--- config.mk ---
export PLATFORM = sky130hd
export DESIGN_NAME = obstacle_generator
export DESIGN_NICKNAME = d
export VERILOG_FILES = /design/src/rtl/obstacle_pkg.sv /design/src/rtl/obstacle_lfsr.sv /design/src/rtl/obstacle_generator.sv
export SDC_FILE = /design/constraint.sdc
export NUM_CORES = 1
export LEC_CHECK = 0
export BUFFER_PORTS_ARGS = -buffer_cell sky130_fd_sc_hd__buf_2
export CORE_MARGIN = 2
export CORE_UTILIZATION = 40
export CTS_CLUSTER_SIZE = 20
export DETAILED_ROUTE_END_ITERATION = 6
export PLACE_DENSITY_LB_ADDON = 0.25
export SLEW_MARGIN = 25
export SYNTH_ARGS = -nofsm -noshare
export SYNTH_HDL_FRONTEND = slang
export SYNTH_SLANG_ARGS = --single-unit
--- constraint.sdc ---
create_clock -name clk -period 8.82 [get_ports clk]
set_clock_uncertainty 0.2 [all_clocks]
set_input_delay 0.441 -clock clk [delete_from_list [all_inputs] [get_ports clk]]
set_output_delay 0.441 -clock clk [all_outputs]
set_load 0.01 [all_outputs]
--- src/rtl/obstacle_pkg.sv ---
// Shared definitions for the obstacle generator slice: slot count and field
// widths, gamemode encodings, default screen size, LFSR taps and the slot
// record that holds one obstacle's bounding box.
package obstacle_pkg;

    localparam int NUM_OBS      = 10;
    localparam int X_W          = 10;
    localparam int Y_W          = 9;
    localparam int SCREEN_W_DEF = 640;
    localparam int SCREEN_H_DEF = 480;

    // Galois taps for x^16 + x^14 + x^13 + x^11
    localparam logic [15:0] LFSR_TAPS = 16'hB400;

    typedef enum logic [1:0] {
        GM_INIT  = 2'b00,
        GM_RUN   = 2'b01,
        GM_PAUSE = 2'b10,
        GM_END   = 2'b11
    } gamemode_t;

    typedef struct packed {
        logic [X_W-1:0] x_left;
        logic [X_W-1:0] x_right;
        logic [Y_W-1:0] y_top;
        logic [Y_W-1:0] y_bottom;
    } slot_t;

endpackage

--- src/rtl/obstacle_lfsr.sv ---
// 16-bit right-shifting Galois LFSR.
// Ports:
//   clk   - clock
//   rst   - synchronous active-high reset, loads SEED
//   adv   - advance one step this cycle
//   state - current LFSR value
module obstacle_lfsr
    import obstacle_pkg::*;
#(
    parameter logic [15:0] SEED = 16'hACE1
) (
    input  logic        clk,
    input  logic        rst,
    input  logic        adv,
    output logic [15:0] state
);

    always_ff @(posedge clk) begin
        if (rst)
            state <= SEED;
        else if (adv)
            state <= {1'b0, state[15:1]} ^ (state[0] ? LFSR_TAPS : 16'h0000);
    end

endmodule

--- src/rtl/obstacle_generator.sv ---
// Obstacle generator: spawns obstacles at the right screen edge every
// SPAWN_INTERVAL in-game ticks with LFSR-chosen height and side, scrolls them
// left by the current speed each tick and retires them when they leave.
// Build option: define OBSTACLE_SPEEDUP_EN to raise the speed by one every
// SPEEDUP_SPAWNS accepted spawns, capped at MAX_SPEED.
// Ports:
//   clk, rst     - clock, synchronous active-high reset
//   tick         - one-cycle frame strobe
//   gamemode     - 00 init (clear), 01 run, 10 paused, 11 ended (hold)
//   obstacle_x   - slot i at [i*20+:20] = {x_right, x_left}
//   obstacle_y   - slot i at [i*18+:18] = {y_bottom, y_top}
//   active_mask  - bit i set when slot i holds an obstacle
//   spawn_drop   - one-cycle pulse when a spawn found every slot busy
module obstacle_generator
    import obstacle_pkg::*;
#(
    parameter int          SCREEN_W       = SCREEN_W_DEF,
    parameter int          SCREEN_H       = SCREEN_H_DEF,
    parameter int          OBS_W          = 40,
    parameter int          MIN_H          = 60,
    parameter int          H_RANGE_BITS   = 7,
    parameter int          SPEED          = 2,
    parameter int          SPAWN_INTERVAL = 90,
    parameter logic [15:0] LFSR_SEED      = 16'hACE1,
    parameter int          SPEEDUP_SPAWNS = 8,
    parameter int          MAX_SPEED      = 8
) (
    input  logic                     clk,
    input  logic                     rst,
    input  logic                     tick,
    input  logic [1:0]               gamemode,
    output logic [NUM_OBS*2*X_W-1:0] obstacle_x,
    output logic [NUM_OBS*2*Y_W-1:0] obstacle_y,
    output logic [NUM_OBS-1:0]       active_mask,
    output logic                     spawn_drop
);

    localparam int CNT_W = $clog2(SPAWN_INTERVAL + 1);
    localparam int IDX_W = $clog2(NUM_OBS);

    localparam logic [X_W-1:0] SPAWN_XL = X_W'(SCREEN_W);
    localparam logic [X_W-1:0] SPAWN_XR = X_W'(SCREEN_W + OBS_W - 1);
    localparam logic [Y_W-1:0] SCR_H    = Y_W'(SCREEN_H);
    localparam logic [Y_W-1:0] MIN_HY   = Y_W'(MIN_H);

    if (SCREEN_W + OBS_W - 1 > 1023 || MIN_H + 2**H_RANGE_BITS - 1 > SCREEN_H ||
        SPAWN_INTERVAL < 1 || LFSR_SEED == 16'h0000 || MAX_SPEED < SPEED ||
        SPEEDUP_SPAWNS < 1) begin : g_bad_params
        $error("obstacle_generator: parameter set out of range");
    end

    gamemode_t        gm;
    slot_t            slots [NUM_OBS];
    logic [CNT_W-1:0] spawn_cnt;
    logic [X_W-1:0]   speed;
    logic [15:0]      lfsr;
    logic             lfsr_unused;
    logic             run_tick, spawn_now, spawn_ok, has_free;
    logic [IDX_W-1:0] free_idx;
    logic [Y_W-1:0]   h;
    slot_t            new_slot;

    assign gm          = gamemode_t'(gamemode);
    assign run_tick    = (gm == GM_RUN) && tick;
    assign spawn_now   = run_tick && (spawn_cnt == CNT_W'(SPAWN_INTERVAL - 1));
    assign spawn_ok    = spawn_now && has_free;
    assign lfsr_unused = ^lfsr[14:0];

    // Lowest free slot, judged on the pre-tick mask so a slot retired by this
    // tick's scroll only becomes eligible on the next tick.
    always_comb begin
        has_free = 1'b0;
        free_idx = '0;
        for (int i = NUM_OBS - 1; i >= 0; i--) begin
            if (!active_mask[i]) begin
                has_free = 1'b1;
                free_idx = IDX_W'(i);
            end
        end
    end

    always_comb begin
        h                = MIN_HY + Y_W'(lfsr[H_RANGE_BITS-1:0]);
        new_slot.x_left  = SPAWN_XL;
        new_slot.x_right = SPAWN_XR;
        if (lfsr[15]) begin
            new_slot.y_top    = SCR_H - h;
            new_slot.y_bottom = SCR_H - Y_W'(1);
        end else begin
            new_slot.y_top    = '0;
            new_slot.y_bottom = h - Y_W'(1);
        end
    end

    obstacle_lfsr #(.SEED(LFSR_SEED)) u_lfsr (
        .clk   (clk),
        .rst   (rst),
        .adv   (spawn_ok),
        .state (lfsr)
    );

`ifdef OBSTACLE_SPEEDUP_EN
    localparam int ACC_W = $clog2(SPEEDUP_SPAWNS + 1);
    logic [ACC_W-1:0] acc_cnt;
    logic [X_W-1:0]   speed_q;

    always_ff @(posedge clk) begin
        if (rst || gm == GM_INIT) begin
            speed_q <= X_W'(SPEED);
            acc_cnt <= '0;
        end else if (spawn_ok) begin
            if (acc_cnt == ACC_W'(SPEEDUP_SPAWNS - 1)) begin
                acc_cnt <= '0;
                if (speed_q < X_W'(MAX_SPEED))
                    speed_q <= speed_q + X_W'(1);
            end else begin
                acc_cnt <= acc_cnt + ACC_W'(1);
            end
        end
    end

    assign speed = speed_q;
`else
    assign speed = X_W'(SPEED);
`endif

    always_ff @(posedge clk) begin
        if (rst) begin
            for (int i = 0; i < NUM_OBS; i++) slots[i] <= '0;
            active_mask <= '0;
            spawn_cnt   <= '0;
            spawn_drop  <= 1'b0;
        end else begin
            spawn_drop <= 1'b0;
            if (gm == GM_INIT) begin
                for (int i = 0; i < NUM_OBS; i++) slots[i] <= '0;
                active_mask <= '0;
                spawn_cnt   <= '0;
            end else if (run_tick) begin
                for (int i = 0; i < NUM_OBS; i++) begin
                    if (active_mask[i]) begin
                        if (slots[i].x_right < speed) begin
                            slots[i]       <= '0;
                            active_mask[i] <= 1'b0;
                        end else begin
                            slots[i].x_right <= slots[i].x_right - speed;
                            slots[i].x_left  <= (slots[i].x_left >= speed) ?
                                                slots[i].x_left - speed : '0;
                        end
                    end
                end
                if (spawn_now) begin
                    spawn_cnt <= '0;
                    // The target was inactive, so the scroll above never
                    // touched it; this load is its only write this cycle.
                    if (has_free) begin
                        slots[free_idx]       <= new_slot;
                        active_mask[free_idx] <= 1'b1;
                    end else begin
                        spawn_drop <= 1'b1;
                    end
                end else begin
                    spawn_cnt <= spawn_cnt + CNT_W'(1);
                end
            end
        end
    end

    for (genvar g = 0; g < NUM_OBS; g++) begin : g_out
        assign obstacle_x[g*2*X_W +: 2*X_W] = {slots[g].x_right, slots[g].x_left};
        assign obstacle_y[g*2*Y_W +: 2*Y_W] = {slots[g].y_bottom, slots[g].y_top};
    end

endmodule

==> qor.csv <==
stage,metric,value,unit
run_status,outcome,finished clean,
floorplanning,DIE HEIGHT,217,microns
route,Vias/cell,5.60,
global_routing,overall routing resource usage,23.2,%
cts,setup bufs post-CTS,0,
worst_setup_path,CP Cell Sequence,or4_1 > nor4_4 > o21ai_0 > nand2_1,
layout,# nets final,2240,
worst_setup_path,worst path required time,8.81,ns
worst_hold_path,HP Start,rst,
worst_setup_path,Worst R2R End,slots[8][5],
worst_setup_path,FF-to-FF setup slack,5.35,ns
layout,Area Overhead vs Synth,21.0,%
yosys,Netlist cell types,93,
global_routing,gr ovfl total,0,
sta,Final Hold Vio Count,0,
worst_setup_path,Crit Path Category,reg -> reg,
placement,port bufs,385,
global_routing,vias in the first global route,14400,
power_and_ir_drop,overall power,3.95,mW
floorplanning,die span in x,217,microns
cts,# hold bufs at CTS,0,
route,WL met2,26300,microns
cts,number of buffers created by CTS,43,
route,via count,15900,
yosys,Synth Register Bits,404,
sta,Final min period,3.47,ns
worst_setup_path,CP Max Fanout,18,
floorplanning,row cnt,77,
yosys,Post-Syn Area,0.0181,sq mm
layout,fillers,4121,
route,Pre-antenna DRT Iters,5,
sta,Slew @ Worst Pin,1.16,ns
yosys,count of flip-flops with a built-in enable after synthesis,180,
worst_setup_path,reg2reg start,slots[8][22],
cts,TritonCTS clock tree,yes,
power_and_ir_drop,pwr dens,180,mW/mm^2
layout,Non-Filler Instances,2834,
layout,"commonest non-fill, non-tap cell in the layout",buf_2,
worst_hold_path,Hold Path Sink,u_lfsr.state[1],
worst_setup_path,cells on worst reg2reg path,4,
sta,Slew HR,22.3,%
yosys,"Seq/Total Area, Yosys",54.6,%
global_routing,initial antenna violation count,4,
global_routing,largest net degree at the start of global routing,31,
cts,Skew-Pair Late Insertion Delay,0.57,ns
cts,clock sinks,404,
route,violation count after the first detailed-route iteration,1247,
placement,half-perimeter wire length after detailed placement,40100,microns
sta,setup TNS,0,ns
floorplanning,IO Pins,396,
worst_setup_path,WP data arrival,3.46,ns
cts,htree depth,2,
worst_setup_path,crit path launch type,flop,
global_routing,first-pass GRT wire length,85400,microns
yosys,prevailing post-synth register cell,dfxtp_1,
cts,"CTS clk-pin slew, worst paths",0.06,ns
yosys,Synthesis Warnings,0,
sta,Final WS setup,5.35,ns
sta,fin crit share,39.3,%
yosys,Mapped Avg Cell Area,9.72,sq um
placement,"Cell Area, Placed",0.0205,sq mm
yosys,Async SR Flop Fraction,0,%
placement,Placer Congestion,0.878,
sta,fmax,289,MHz
cts,post-CTS sizing,0,
worst_setup_path,worst path buffer plus inverter count,0,
worst_setup_path,"slowest stage cell, crit path",nand2_1,
worst_setup_path,Critical Path Max Stage Delay,0.75,ns
worst_hold_path,HP Class,in -> reg,
layout,most frequent cells in the layout,"buf_2 (385), nor2_1 (300), dfxtp_1 (224)",
worst_setup_path,CP endpoint kind,flop,
sta,WHS,0.135,ns
route,drt drc,0,
placement,placed cell count,2757,
sta,unrepaired setup endpoints after global routing,false,
cts,CTS max path bufs,3,
sta,Setup-failing EPs final,0,
layout,Final Cell Area,0.0219,sq mm
worst_setup_path,cell class contributing the biggest share of worst-path delay,simple AND/OR/NAND/NOR gates,
route,Final ANT Viol Nets,0,
layout,Util after Layout,49.4,%
power_and_ir_drop,leak pwr,9.46,nW
floorplanning,Core Box Area,0.0444,sq mm
flow_run,Max Cap Viol,0,
layout,layout cell share with drive strength beyond 1,24.2,%
route,top sig layer,met5,
yosys,synthesized instance count,1864,
route,M1 WL,24100,microns
route,routed len/inst,20.0,microns
floorplanning,Initial Utilization,40.8,%
route,met3 WL post-DR,4220,microns
sta,final max-slew violation count,0,
worst_hold_path,Hold Crit Depth,2,
placement,Place WS,5.10,ns
route,Routed WL,56800,microns
power_and_ir_drop,VDD IR max,107,uV
cts,clock root buffer,clkbuf_16,
floorplanning,Die ar.,0.0470,sq mm
per-layer routing:
metal | up-vias | global-route usage, %
met5 | - | 0
met4 | 2 | 8.97
met3 | 110 | 5.12
met2 | 604 | 37.7
met1 | 7673 | 30.2
li1 | 7474 | -
final cells by class:
class	count	area, sq um	area share [%]
clock inverters	11	116	0.531
clock buffers	64	1270	5.78
inverters	62	234	1.07
flip-flops and latches	404	9890	45.1
diodes	2	5.00	0.0228
well taps	592	741	3.38
repair buffers	399	2040	9.29
multi-input cells	1300	7630	34.8
Yosys cell counts, types with 15 or more instances:
| library cell | number | area [sq um] |
|---|---|---|
| a21oi_1 | 106 | 531 |
| a31oi_1 | 18 | 113 |
| buf_2 | 33 | 165 |
| clkbuf_1 | 54 | 203 |
| dfxtp_1 | 224 | 4480 |
| edfxtp_1 | 180 | 5410 |
| ha_1 | 25 | 313 |
| inv_1 | 61 | 229 |
| nand2_1 | 146 | 548 |
| nand3_1 | 57 | 285 |
| nand3b_1 | 23 | 173 |
| nor2_1 | 301 | 1130 |
| nor2b_1 | 15 | 93.8 |
| nor3_1 | 103 | 515 |
| nor4_1 | 31 | 194 |
| o211ai_1 | 35 | 263 |
| o21ai_0 | 95 | 475 |
| or3_1 | 47 | 294 |
| or3b_2 | 15 | 131 |
| or4_1 | 20 | 150 |
power by group:
group          switching, mW  internal [mW]
combinational          0.107         0.0404
sequential            0.0154           2.00
clock                  0.743           1.05
total                  0.865           3.09
worst register-to-register path, delay by kind of cell, from the launching register on:
kind	cells	cell delay [ns]
AOI/OAI and AO/OA	1	0.46
DFF	1	0.36
and+or+nand+nor	3	2.06
flip-flops by register name, indices dropped and copies added, names as in the netlist:
signal and flops:
slots 370, spawn_drop 1, u_lfsr.state 16, spawn_cnt 7, active_mask 10
how the worst max path moves through the flow:
stage / from / cells after the start / endpoint
after detailed placement: gamemode[1] / 6 / slots[5][15]
after global placement: gamemode[1] / 6 / slots[5][3]
after CTS: slots[8][22] / 4 / slots[8][10]
after floorplan: tick / 7 / slots[9][0]
after global routing: slots[8][22] / 4 / slots[8][11]
final: slots[8][22] / 4 / slots[8][5]
cell families after synthesis:
kind of cell / Yosys count / share of synthesized area, %
simple gates: 850 / 23.7
flops: 404 / 54.6
compound gates: 384 / 14.3
buf+inv: 169 / 4.10
fa+ha+maj: 25 / 1.73
xor+xnor: 19 / 0.919
mux: 12 / 0.670
other cells: 1 / 0.0207
Note: power is estimated with default switching activity, not from simulation.
